<file path="src/rtl/arduino_shift_rx_pkg.sv">
// Shared constants, counter-width helper and receiver state type for arduino_shift_rx.
package arduino_shift_rx_pkg;

  localparam int DEFAULT_WIDTH       = 3;
  localparam int DEFAULT_SYNC_STAGES = 2;

  typedef enum logic [1:0] {
    IDLE  = 2'd0,
    SHIFT = 2'd1,
    FULL  = 2'd2,
    OVER  = 2'd3
  } rx_state_t;

  // Bit counter must hold 0..WIDTH+1 so an over-long frame stays distinguishable.
  function automatic int cnt_width(input int width);
    return $clog2(width + 2);
  endfunction

endpackage

</file>
<file path="src/rtl/arduino_shift_rx_sync_edge_detect.sv">
// Multi-flop synchroniser for one asynchronous pin, plus a history flop that flags rising edges.
module sync_edge_detect #(
  parameter int STAGES = arduino_shift_rx_pkg::DEFAULT_SYNC_STAGES
) (
  input  logic clk,
  input  logic rst,
  input  logic din,
  output logic level,
  output logic rise
);

  logic [STAGES-1:0] sync_q;
  logic [STAGES-1:0] sync_d;
  logic              hist_q;
  logic              hist_d;

  always_comb begin
    sync_d = {sync_q[STAGES-2:0], din};
    hist_d = sync_q[STAGES-1];
  end

  always_ff @(posedge clk or posedge rst) begin
    if (rst) begin
      sync_q <= '0;
      hist_q <= 1'b0;
    end else begin
      sync_q <= sync_d;
      hist_q <= hist_d;
    end
  end

  assign level = sync_q[STAGES-1];
  assign rise  = sync_q[STAGES-1] & ~hist_q;

endmodule

</file>
<file path="src/rtl/arduino_shift_rx.sv">
// Serial-to-parallel receiver for a 3-wire (clock/data/latch) shift link from an Arduino.
// Optional frame checking is enabled by defining ARDUINO_SHIFT_RX_FRAME_CHECK_EN.
module arduino_shift_rx
  import arduino_shift_rx_pkg::*;
#(
  parameter int WIDTH       = DEFAULT_WIDTH,
  parameter int SYNC_STAGES = DEFAULT_SYNC_STAGES
) (
  input  logic             clk,
  input  logic             rst,
  input  logic             ser_clk,
  input  logic             ser_data,
  input  logic             ser_latch,
  output logic [WIDTH-1:0] par_out,
  output logic             par_valid,
  output logic             frame_err
);

  localparam int CW = cnt_width(WIDTH);
  localparam int WW = $clog2(SYNC_STAGES + 2);

  logic clk_lvl, clk_rise_raw;
  logic data_lvl, data_rise_raw;
  logic latch_lvl, latch_rise_raw;

  sync_edge_detect #(.STAGES(SYNC_STAGES)) u_sync_clk (
    .clk   (clk),
    .rst   (rst),
    .din   (ser_clk),
    .level (clk_lvl),
    .rise  (clk_rise_raw)
  );

  sync_edge_detect #(.STAGES(SYNC_STAGES)) u_sync_data (
    .clk   (clk),
    .rst   (rst),
    .din   (ser_data),
    .level (data_lvl),
    .rise  (data_rise_raw)
  );

  sync_edge_detect #(.STAGES(SYNC_STAGES)) u_sync_latch (
    .clk   (clk),
    .rst   (rst),
    .din   (ser_latch),
    .level (latch_lvl),
    .rise  (latch_rise_raw)
  );

  logic unused_ok;
  assign unused_ok = &{1'b0, clk_lvl, data_rise_raw, latch_lvl};

  // Warm-up: history flops settle on the pin levels before any edge is honoured.
  logic [WW-1:0] warm_q, warm_d;
  logic          warm_done;

  assign warm_done = (warm_q == WW'(SYNC_STAGES + 1));

  always_comb begin
    warm_d = warm_q;
    if (!warm_done) warm_d = warm_q + WW'(1);
  end

  logic sclk_rise, latch_rise;
  assign sclk_rise  = clk_rise_raw & warm_done;
  assign latch_rise = latch_rise_raw & warm_done;

  rx_state_t        state_q, state_d;
  logic [CW-1:0]    cnt_q, cnt_d;
  logic [WIDTH-1:0] shift_q, shift_d;
  logic [WIDTH-1:0] par_q, par_d;
  logic             valid_q, valid_d;
`ifdef ARDUINO_SHIFT_RX_FRAME_CHECK_EN
  logic             ferr_q, ferr_d;
`endif

  always_comb begin
    state_d = state_q;
    cnt_d   = cnt_q;
    shift_d = shift_q;
    par_d   = par_q;
    valid_d = 1'b0;
`ifdef ARDUINO_SHIFT_RX_FRAME_CHECK_EN
    ferr_d  = 1'b0;
`endif

    if (sclk_rise) begin
      shift_d = {shift_q[WIDTH-2:0], data_lvl};
      if (cnt_q != CW'(WIDTH + 1)) cnt_d = cnt_q + CW'(1);
    end

    case (state_q)
      IDLE:  if (sclk_rise) state_d = (cnt_d == CW'(WIDTH)) ? FULL : SHIFT;
      SHIFT: if (sclk_rise && cnt_d == CW'(WIDTH)) state_d = FULL;
      FULL:  if (sclk_rise) state_d = OVER;
      OVER:  state_d = OVER;
      default: state_d = IDLE;
    endcase

    // A latch coinciding with a shift sees the post-shift word and state.
    if (latch_rise) begin
`ifdef ARDUINO_SHIFT_RX_FRAME_CHECK_EN
      if (state_d == FULL) begin
        par_d   = shift_d;
        valid_d = 1'b1;
      end else begin
        ferr_d  = 1'b1;
      end
`else
      par_d   = shift_d;
      valid_d = 1'b1;
`endif
      state_d = IDLE;
      cnt_d   = '0;
    end
  end

  always_ff @(posedge clk or posedge rst) begin
    if (rst) begin
      warm_q  <= '0;
      state_q <= IDLE;
      cnt_q   <= '0;
      shift_q <= '0;
      par_q   <= '0;
      valid_q <= 1'b0;
`ifdef ARDUINO_SHIFT_RX_FRAME_CHECK_EN
      ferr_q  <= 1'b0;
`endif
    end else begin
      warm_q  <= warm_d;
      state_q <= state_d;
      cnt_q   <= cnt_d;
      shift_q <= shift_d;
      par_q   <= par_d;
      valid_q <= valid_d;
`ifdef ARDUINO_SHIFT_RX_FRAME_CHECK_EN
      ferr_q  <= ferr_d;
`endif
    end
  end

  assign par_out   = par_q;
  assign par_valid = valid_q;
`ifdef ARDUINO_SHIFT_RX_FRAME_CHECK_EN
  assign frame_err = ferr_q;
`else
  assign frame_err = 1'b0;
`endif

endmodule

</file>
<file path="config.mk">
export PLATFORM = sky130hd
export DESIGN_NAME = arduino_shift_rx
export DESIGN_NICKNAME = d
export VERILOG_FILES = /design/src/rtl/arduino_shift_rx_pkg.sv /design/src/rtl/arduino_shift_rx_sync_edge_detect.sv /design/src/rtl/arduino_shift_rx.sv
export SDC_FILE = /design/constraint.sdc
export NUM_CORES = 1
export LEC_CHECK = 0
export CAP_MARGIN = 20
export CORE_UTILIZATION = 40
export CTS_CLUSTER_SIZE = 28
export DETAILED_ROUTE_END_ITERATION = 7
export HOLD_SLACK_MARGIN = 0.12
export SETUP_SLACK_MARGIN = 0.02
export SKIP_LAST_GASP = 1
export SLEW_MARGIN = 20
export SYNTH_ARGS = -nofsm -noshare
export SYNTH_HDL_FRONTEND = slang
export SYNTH_SLANG_ARGS = --single-unit
</file>
<file path="constraint.sdc">
create_clock -name clk -period 1.97 [get_ports clk]
set_input_delay 0.591 -clock clk [delete_from_list [all_inputs] [get_ports clk]]
set_output_delay 0.591 -clock clk [all_outputs]
set_load 0.01 [all_outputs]
</file>
Yosys cells after proc, flatten, opt, wreduce, memory -nomap -nowiden
Cells that the tools add are included.
- memories: 0
- bits in latches: 0
- memory bits (writable): 0
- input bits: 5
- register bits after elaboration: 17
- memory bits (read-only): 0
- output and inout bits: 5
- shifts and indexed selects: 0
- bitwise gates (word level): 6
- add/subtract/negate cells: 1
- reduce and logical (&&, ||, !) cells: 0
- multiply operators: 0
- div/mod/pow operators: 0
- multiplexer cells: 2
- eq/ne operators: 1
- $lt $le $gt $ge: 0
- operators by type and width (cell ; number):
    AND 1 bit ; 4
    two-way mux 3 bit ; 1
    adder 2 x 1 -> 2 bit, second input constant ; 1
    == test 2 bit, second input constant ; 1
    NOT 1 bit ; 2
    two-way mux 1 bit ; 1

Logic depth before layout (Yosys ltp)
- word-level depth: 4
- depth in mapped cells: 4
- depth with buffers taken out: 4

Hierarchy
Synthesis repeated with hierarchy kept, for this count alone.
- cell total of the unflattened synthesis: 45
- area total of the unflattened synthesis: 673.1 sq um
- modules (own cells, without submodules) (module ; instances ; cells an instance ; area an instance (sq um)):
    arduino_shift_rx ; 1 ; 30 ; 395.4
    sync_edge_detect ; 3 ; 5 ; 92.6

Least setup slack after synthesis
OpenSTA, ideal clock, no wires.
- path kind: reg-to-reg
- start point: register warm_q[0]
- end point: register par_q[0] (netlist: par_out[0])
- cell stages (with the launch flop): 5
- buffers on the path: 0
- clock period less this slack: 1440 ps
- setup time: 125 ps
- path slack: 530 ps
- arrival time: 1315 ps
- data required time: 1845 ps
- path through: dfrtp_1 -> ha_1 -> nand3b_2 -> mux2_4 -> mux2_4
- cells in the longest elaborated chain, start to end: 3
- RTL lines (what ; RTL line ; source):
    start: declaration ; arduino_shift_rx.sv:54 ; logic [WW-1:0] warm_q, warm_d;
    start signal: assignment ; arduino_shift_rx.sv:130 ; warm_q <= warm_d;
    == test 2 bit ; arduino_shift_rx.sv:57 ; assign warm_done = (warm_q == WW'(SYNC_STAGES + 1));
    AND 1 bit ; arduino_shift_rx.sv:65 ; assign sclk_rise = clk_rise_raw & warm_done;
    two-way mux 3 bit ; arduino_shift_rx.sv:87 ; if (sclk_rise) begin
    named net shift_d[0] ; arduino_shift_rx.sv:70 ; logic [WIDTH-1:0] shift_q, shift_d;
    end signal: assignment ; arduino_shift_rx.sv:134 ; par_q <= par_d;
    end: declaration ; arduino_shift_rx.sv:71 ; logic [WIDTH-1:0] par_q, par_d;
The timed path passes the listed nets, and every way through them passes these cells.
A chain may end at the register's enable or synchronous reset.

Worst setup path after layout
- start point: register par_q[0] (netlist: par_out[0])
- end point: output par_out[0]
- RTL lines (what ; RTL line ; source):
    end: declaration ; arduino_shift_rx.sv:14 ; output logic [WIDTH-1:0] par_out,
No word-level cell between the ends.

==> out/qor.csv <==
metric,value,unit
Placeable Area,1330,um2
Via Count,258,
layout cell share with drive strength beyond 1,28.6,%
clock sink count,17,
critical-path maximum fanout,2,
Worst Max-Slew Pin Slew,638,ps
vias in the first global route,269,
post-synth cell types,11,
Vias per Instance,4.53,
Hold Path Stages,0,
status,completed,
startpoint class of the critical path,flop,
Top Ports,10,
1st-iter DRT viols,1,
# H-tree levels,1,
Post-DRT Antenna Nets,0,
Flop pwr share,56.9,%
post-placement cell area,674,um2
DRC viols,0,
Post-CTS Resized,0,
largest family of logic cells by synthesized area,multiplexers,
"Hold Vio Cnt, Final",0,
worst path bufs/invs,1,
Psw,0.000165,W
die footprint,1630,um2
Mapped Area,588,um2
reg2reg setup slack,450,ps
slew margin rel.,57.4,%
Tcrit/Tclk final,89.8,%
Syn Area/Cell,18.4,um2
Initial Util,44.1,%
Worst Setup End Kind,output pin,
Required @ worst endpoint,1380,ps
CTS Buffer Depth,2,
max-slew violation count,0,
Int Pwr,0.000560,W
Tightest Hold Check Type,flop to flop,
WHS Endpoint,u_sync_latch.sync_q[1]$_DFF_PP0_,
Nets,49,
GPL Wtd Cong,0.632,
PD cells,1030,nW/um2
post-synthesis instance total,32,
Clock Latency Late Sink,280,ps
Mapped Nets,38,
adder-cell area share of the yosys netlist,2.13,%
diode count,0,
fin area,702,um2
critical path's largest stage delay,540,ps
skew final,1.71,ps
Die X,40.3,um
final worst path period need,1770,ps
1st-pass router iterations,2,
Post-CTS Setup Inserts,0,
Layout area overhead,19.4,%
worst r2r src,warm_q[0]$_DFFE_PP0P_,
post-synthesis sequential area ratio,72.3,%
final wirelength,707,um
Synth Area in Compound Gates,0,%
clk slew on worst S/H paths,100,ps
row cnt,13,
Hold Path Origin,u_sync_latch.sync_q[0]$_DFF_PP0_,
total grt overflow,0,
Final HPWL DP,532,um
Inserted Clock Buffers,3,
global-route wire length before repair,1120,um
LEAKAGE,0.328,nW
final setup fails,0,
Setup TNS,0,ps
clock root cell,clkbuf_4,
CP Data Arrival Time,1180,ps
WL per Instance,12.4,um
global-route usage over all layers,11.0,%
depth of the worst register-to-register path,4,
combinational share of power,18.6,%
CP max stage cell,clkdlybuf4s50_1,
Peak supply drop,0.000527,V
Net Sw Frac,22.8,%
initial antenna violation count,0,
die height,40.3,um
clock share of power,24.5,%
R2R Path End,par_out[0]$_DFFE_PP0P_,
Synth Area in Simple Gates,3.40,%
PortBufs,8,
Filler cells,117,
CTS tree,done,
Fmax,565,MHz
critical-path cell list,clkdlybuf4s50_1,
XOR/XNOR Fraction of Synth Area,1.49,%
family with the most delay on the worst path,buffers and inverters,
RSZ-0062 raised after global routing,false,
Yosys reg bits,17,
cts hold-fix bufs,0,
mux contribution to synthesized area,17.2,%
critical setup path kind,flop to output pin,
Max Cap Viol,0,
largest net degree at the start of global routing,18,
Ys Warns,0,
-- power groups by stage --
stage / Sequential (W) / Combinational, W / Clock, W
2_1_floorplan: 0.000427 / 0.0000687 / 0
3_3_place_gp: 0.000420 / 0.000134 / 0
3_5_place_dp: 0.000421 / 0.000136 / 0
4_1_cts: 0.000413 / 0.000137 / 0.000181
5_1_grt: 0.000418 / 0.000147 / 0.000201
6_report: 0.000413 / 0.000135 / 0.000178
-- worst max-delay path by stage --
stage	startpoint	end	slack (ps)	cells past startpoint
final	par_out[0]$_DFFE_PP0P_	par_out[0]	200	1
after global routing	par_out[2]$_DFFE_PP0P_	par_out[2]	140	1
after CTS	par_out[0]$_DFFE_PP0P_	par_out[0]	200	1
after detailed placement	warm_q[0]$_DFFE_PP0P_	par_out[0]$_DFFE_PP0P_	460	4
after global placement	warm_q[0]$_DFFE_PP0P_	par_out[0]$_DFFE_PP0P_	490	4
after floorplan	warm_q[0]$_DFFE_PP0P_	par_out[0]$_DFFE_PP0P_	530	4
-- layout by cell type (no fill, tap or decap) --
cell	synthesis	final
clkbuf_4	0	3
clkinv_2	0	1
and3b_1	1	1
clkdlybuf4s50_1	0	8
ha_1	1	1
dfrtp_1	17	17
nand3b_2	1	1
mux2_4	6	6
conb_1	1	1
mux2_2	1	1
xnor2_1	1	1
inv_1	1	1
-- synth_stat cells --
cell	number	area [um2]
inv_1	1	3.75
buf_2	1	5.00
nand3b_2	1	11.3
conb_1	1	3.75
buf_4	1	7.51
xnor2_1	1	8.76
and3b_1	1	8.76
ha_1	1	12.5
mux2_4	6	90.1
dfrtp_1	17	425
mux2_2	1	11.3
-- cells by family (layout without fill, tap and decap cells) --
kind of cell  after synthesis  in the layout
simple gates                2              2
fa+ha+maj                   1              1
buf+inv                     3             13
xor+xnor                    1              1
other cells                 1              1
mux                         7              7
flops                      17             17
-- stage by stage --
| step | setup slack [ps] | instances | hold WS (ps) | utilization (%) | power (W) |
|---|---|---|---|---|---|
| after CTS | 199 | 57 | 362 | 52.6 | 0.000732 |
| after detailed placement | 463 | 53 | 339 | 50.6 | 0.000557 |
| after global routing | 136 | 57 | 380 | 52.6 | 0.000766 |
| after global placement | 490 | 53 | 335 | 50.6 | 0.000553 |
| final | 200 | 57 | 358 | 52.6 | 0.000725 |
| after floorplan | 530 | 32 | 331 | - | 0.000496 |
-- cell type report --
type	instances	area, um2	share of cell area (%)
clock buffers	3	22.5	3.21
inverters	1	3.75	0.535
well taps	15	18.8	2.67
multi-input cells	12	146	20.9
repair buffers	8	80.1	11.4
flip-flops and latches	17	425	60.6
clock inverters	1	5.00	0.713
-- flip-flops by register name, summed over array words and instances, names as in the netlist, 2 cells and up --
| name | cells |
|---|---|
| u_sync_latch.sync_q | 2 |
| u_sync_data.sync_q | 2 |
| shift_q | 3 |
| par_out | 3 |
| u_sync_clk.sync_q | 2 |
| warm_q | 2 |
-- routing by layer --
| metal | global-route usage [%] | vias up | part of all wire (%) |
|---|---|---|---|
| met5 | 0 | - | 0 |
| met4 | 2.50 | 0 | 0 |
| met3 | 5.00 | 0 | 3.7 |
| met2 | 16.3 | 8 | 45 |
| met1 | 14.7 | 128 | 51 |
| li1 | - | 122 | - |
(Power assumes the default switching activity.)
==> patch, RTL diff (config.mk and constraints unchanged) <==
Add a define of `ARDUINO_SHIFT_RX_FRAME_CHECK_EN`.
--- a/src/rtl/arduino_shift_rx.sv
+++ b/src/rtl/arduino_shift_rx.sv
@@ -1,5 +1,7 @@
 // Serial-to-parallel receiver for a 3-wire (clock/data/latch) shift link from an Arduino.
 // Optional frame checking is enabled by defining ARDUINO_SHIFT_RX_FRAME_CHECK_EN.
+`define ARDUINO_SHIFT_RX_FRAME_CHECK_EN
+
 module arduino_shift_rx
   import arduino_shift_rx_pkg::*;
 #(
Check against the original RTL: not equivalent (a bounded check fails within 10 cycles, from zero or initial values and one cycle with rst high).
==> patch against the original RTL <==
  * Synthesized area rose by 57%
  * Critical path depth increased by 5
  * Setup slack got worse by 110 ps
  * Final area grew 58%
  * Power up 55%
  * Synthesized cell count is 94% higher
  * Highest routed layer is now met4
  * Sequential cell count up 6
  * Critical endpoint is now par_out[1]
  * Wire length rose by 76%
==> patch: results (changes against the original RTL) <==
syn nets=70 (+84%); Clock power frac=18.7% (-5.8 points); total track usage=12.36% (+1.4 points); Worst-Skew Late Latency=300 ps (+20 ps); via count=527 (+100%); post-route ant nets=0 (unchanged); synth top area cells=dfrtp_1, mux2_2, mux2_4; Iter 0 DRT Violations=6 (+5); clock transition at the registers of the reported paths=120 ps (+20 ps); gr ovfl total=0 (unchanged); sequential power share=53.8% (-3.1 points); Power Dens Cells=1010 nW/um2 (-2.2%); register area share after synthesis=62.50% (-9.8 points); peak fanout along the critical path=4 (+2); Synth Instances=62 (+94%); post-synthesis mux area share=10.87% (-6.4 points); Hold Path Class=reg -> reg; final WL=1244 um (+76%); IO buf count=9 (+1); compound-gate portion of the synthesized area=5.978% (+6.0 points); root buffer cell=clkbuf_4; Adder-Cell Fraction of Synth Area=4.076% (+1.9 points); path depth of the worst reg2reg path=6 (+2); Hold Crit Depth=0 (unchanged); synth unique cells=22 (+11); Leak=0.4946 nW (+51%); Placer Congestion=0.7846 (+24%); CTS H-tree lvls=1 (unchanged); vias in the first global route=519 (+93%); Setup WS pre-CTS=67.18 ps (-396.3 ps); nets=88 (+80%); fillers=202 (+73%); outcome=completed; Max VDD drop=734.9 uV (+40%); DP Area=1065 um2 (+58%); Detailed Place HPWL=900 um (+69%); DR pass1 iterations=4 (+2); Pint=0.8192 mW (+46%); global-route wire length before repair=2228 um (+98%); commonest cells in the netlist=dfrtp_1, nor2_1, inv_1, mux2_2; layout cells sized above 1=27.85% (-0.72 points); final std cells w/o fill=107 (+88%); CP arrival=2080 ps (+900 ps); XOR/XNOR Fraction of Synth Area=1.902% (+0.41 points); slew margin rel.=80.76% (+23 points); pin count of the biggest net entering global routing=24 (+6); CTS Buf Count=3 (unchanged); placed insts=101 (+91%); clk_skew=7.171 ps (+5.465 ps)
[patch: cell count changes after synthesis, moves of 2 or more]
cell	delta
dfrtp_1	+6
ha_1	+2
inv_1	+3
mux2_2	+3
mux2_4	-3
nor2_1	+6
nor3_1	+2
[patch: path summary, 6_finish.rpt]
check	startpoint	to	slack (ps)
setup / recovery	cnt_q[0]	par_out[1]	90
hold / removal	u_sync_latch.sync_q[0]	u_sync_latch.sync_q[1]	360
setup reg to reg	cnt_q[0]	par_out[1]	90
hold reg to reg	u_sync_latch.sync_q[0]	u_sync_latch.sync_q[1]	360
max in group asynchronous	rst	warm_q[0]	1130
min in group asynchronous	rst	shift_q[0]	610
[patch: layout make-up]
| cell class | instances | share of cell area, % |
|---|---|---|
| well taps | 28 | 3.160 |
| flip-flops and latches | 23 | 51.92 |
| clock buffers | 4 | 2.370 |
| repair buffers | 14 | 11.51 |
| multi-input cells | 34 | 29.68 |
| inverters | 4 | 1.354 |
[patch: critical path, cell delays in order, from the launching register on]
cell       delay (ps)
dfrtp_1           420
inv_2              50
ha_2              180
nand3b_1          220
a2111oi_4         400
o21a_4            200
mux2_4            300
[patch: per-layer routing]
layer  global-route usage (%)  up-vias  share of wire, %
met3                    2.160        2               4.0
met4                    8.571        0              0.72
met2                    18.67       14                48
met5                        0        -                 0
met1                    15.90      269                47
li1                         -      242                 -
[patch: metrics by stage]
step | total power [mW] | hold WS [ps]
after floorplan | 0.7942 | 331.2
after global placement | 0.9073 | 332.0
after detailed placement | 0.9102 | 336.3
after CTS | 1.127 | 364.0
after global routing | 1.184 | 367.1
final | 1.120 | 360.2
[patch: repair_timing]
item | 4_1_cts | 5_1_grt
setup endpoints to repair | 0 | 3
resized for setup | 0 | 2
hold buffers | 0 | 0
setup buffers | 0 | 2
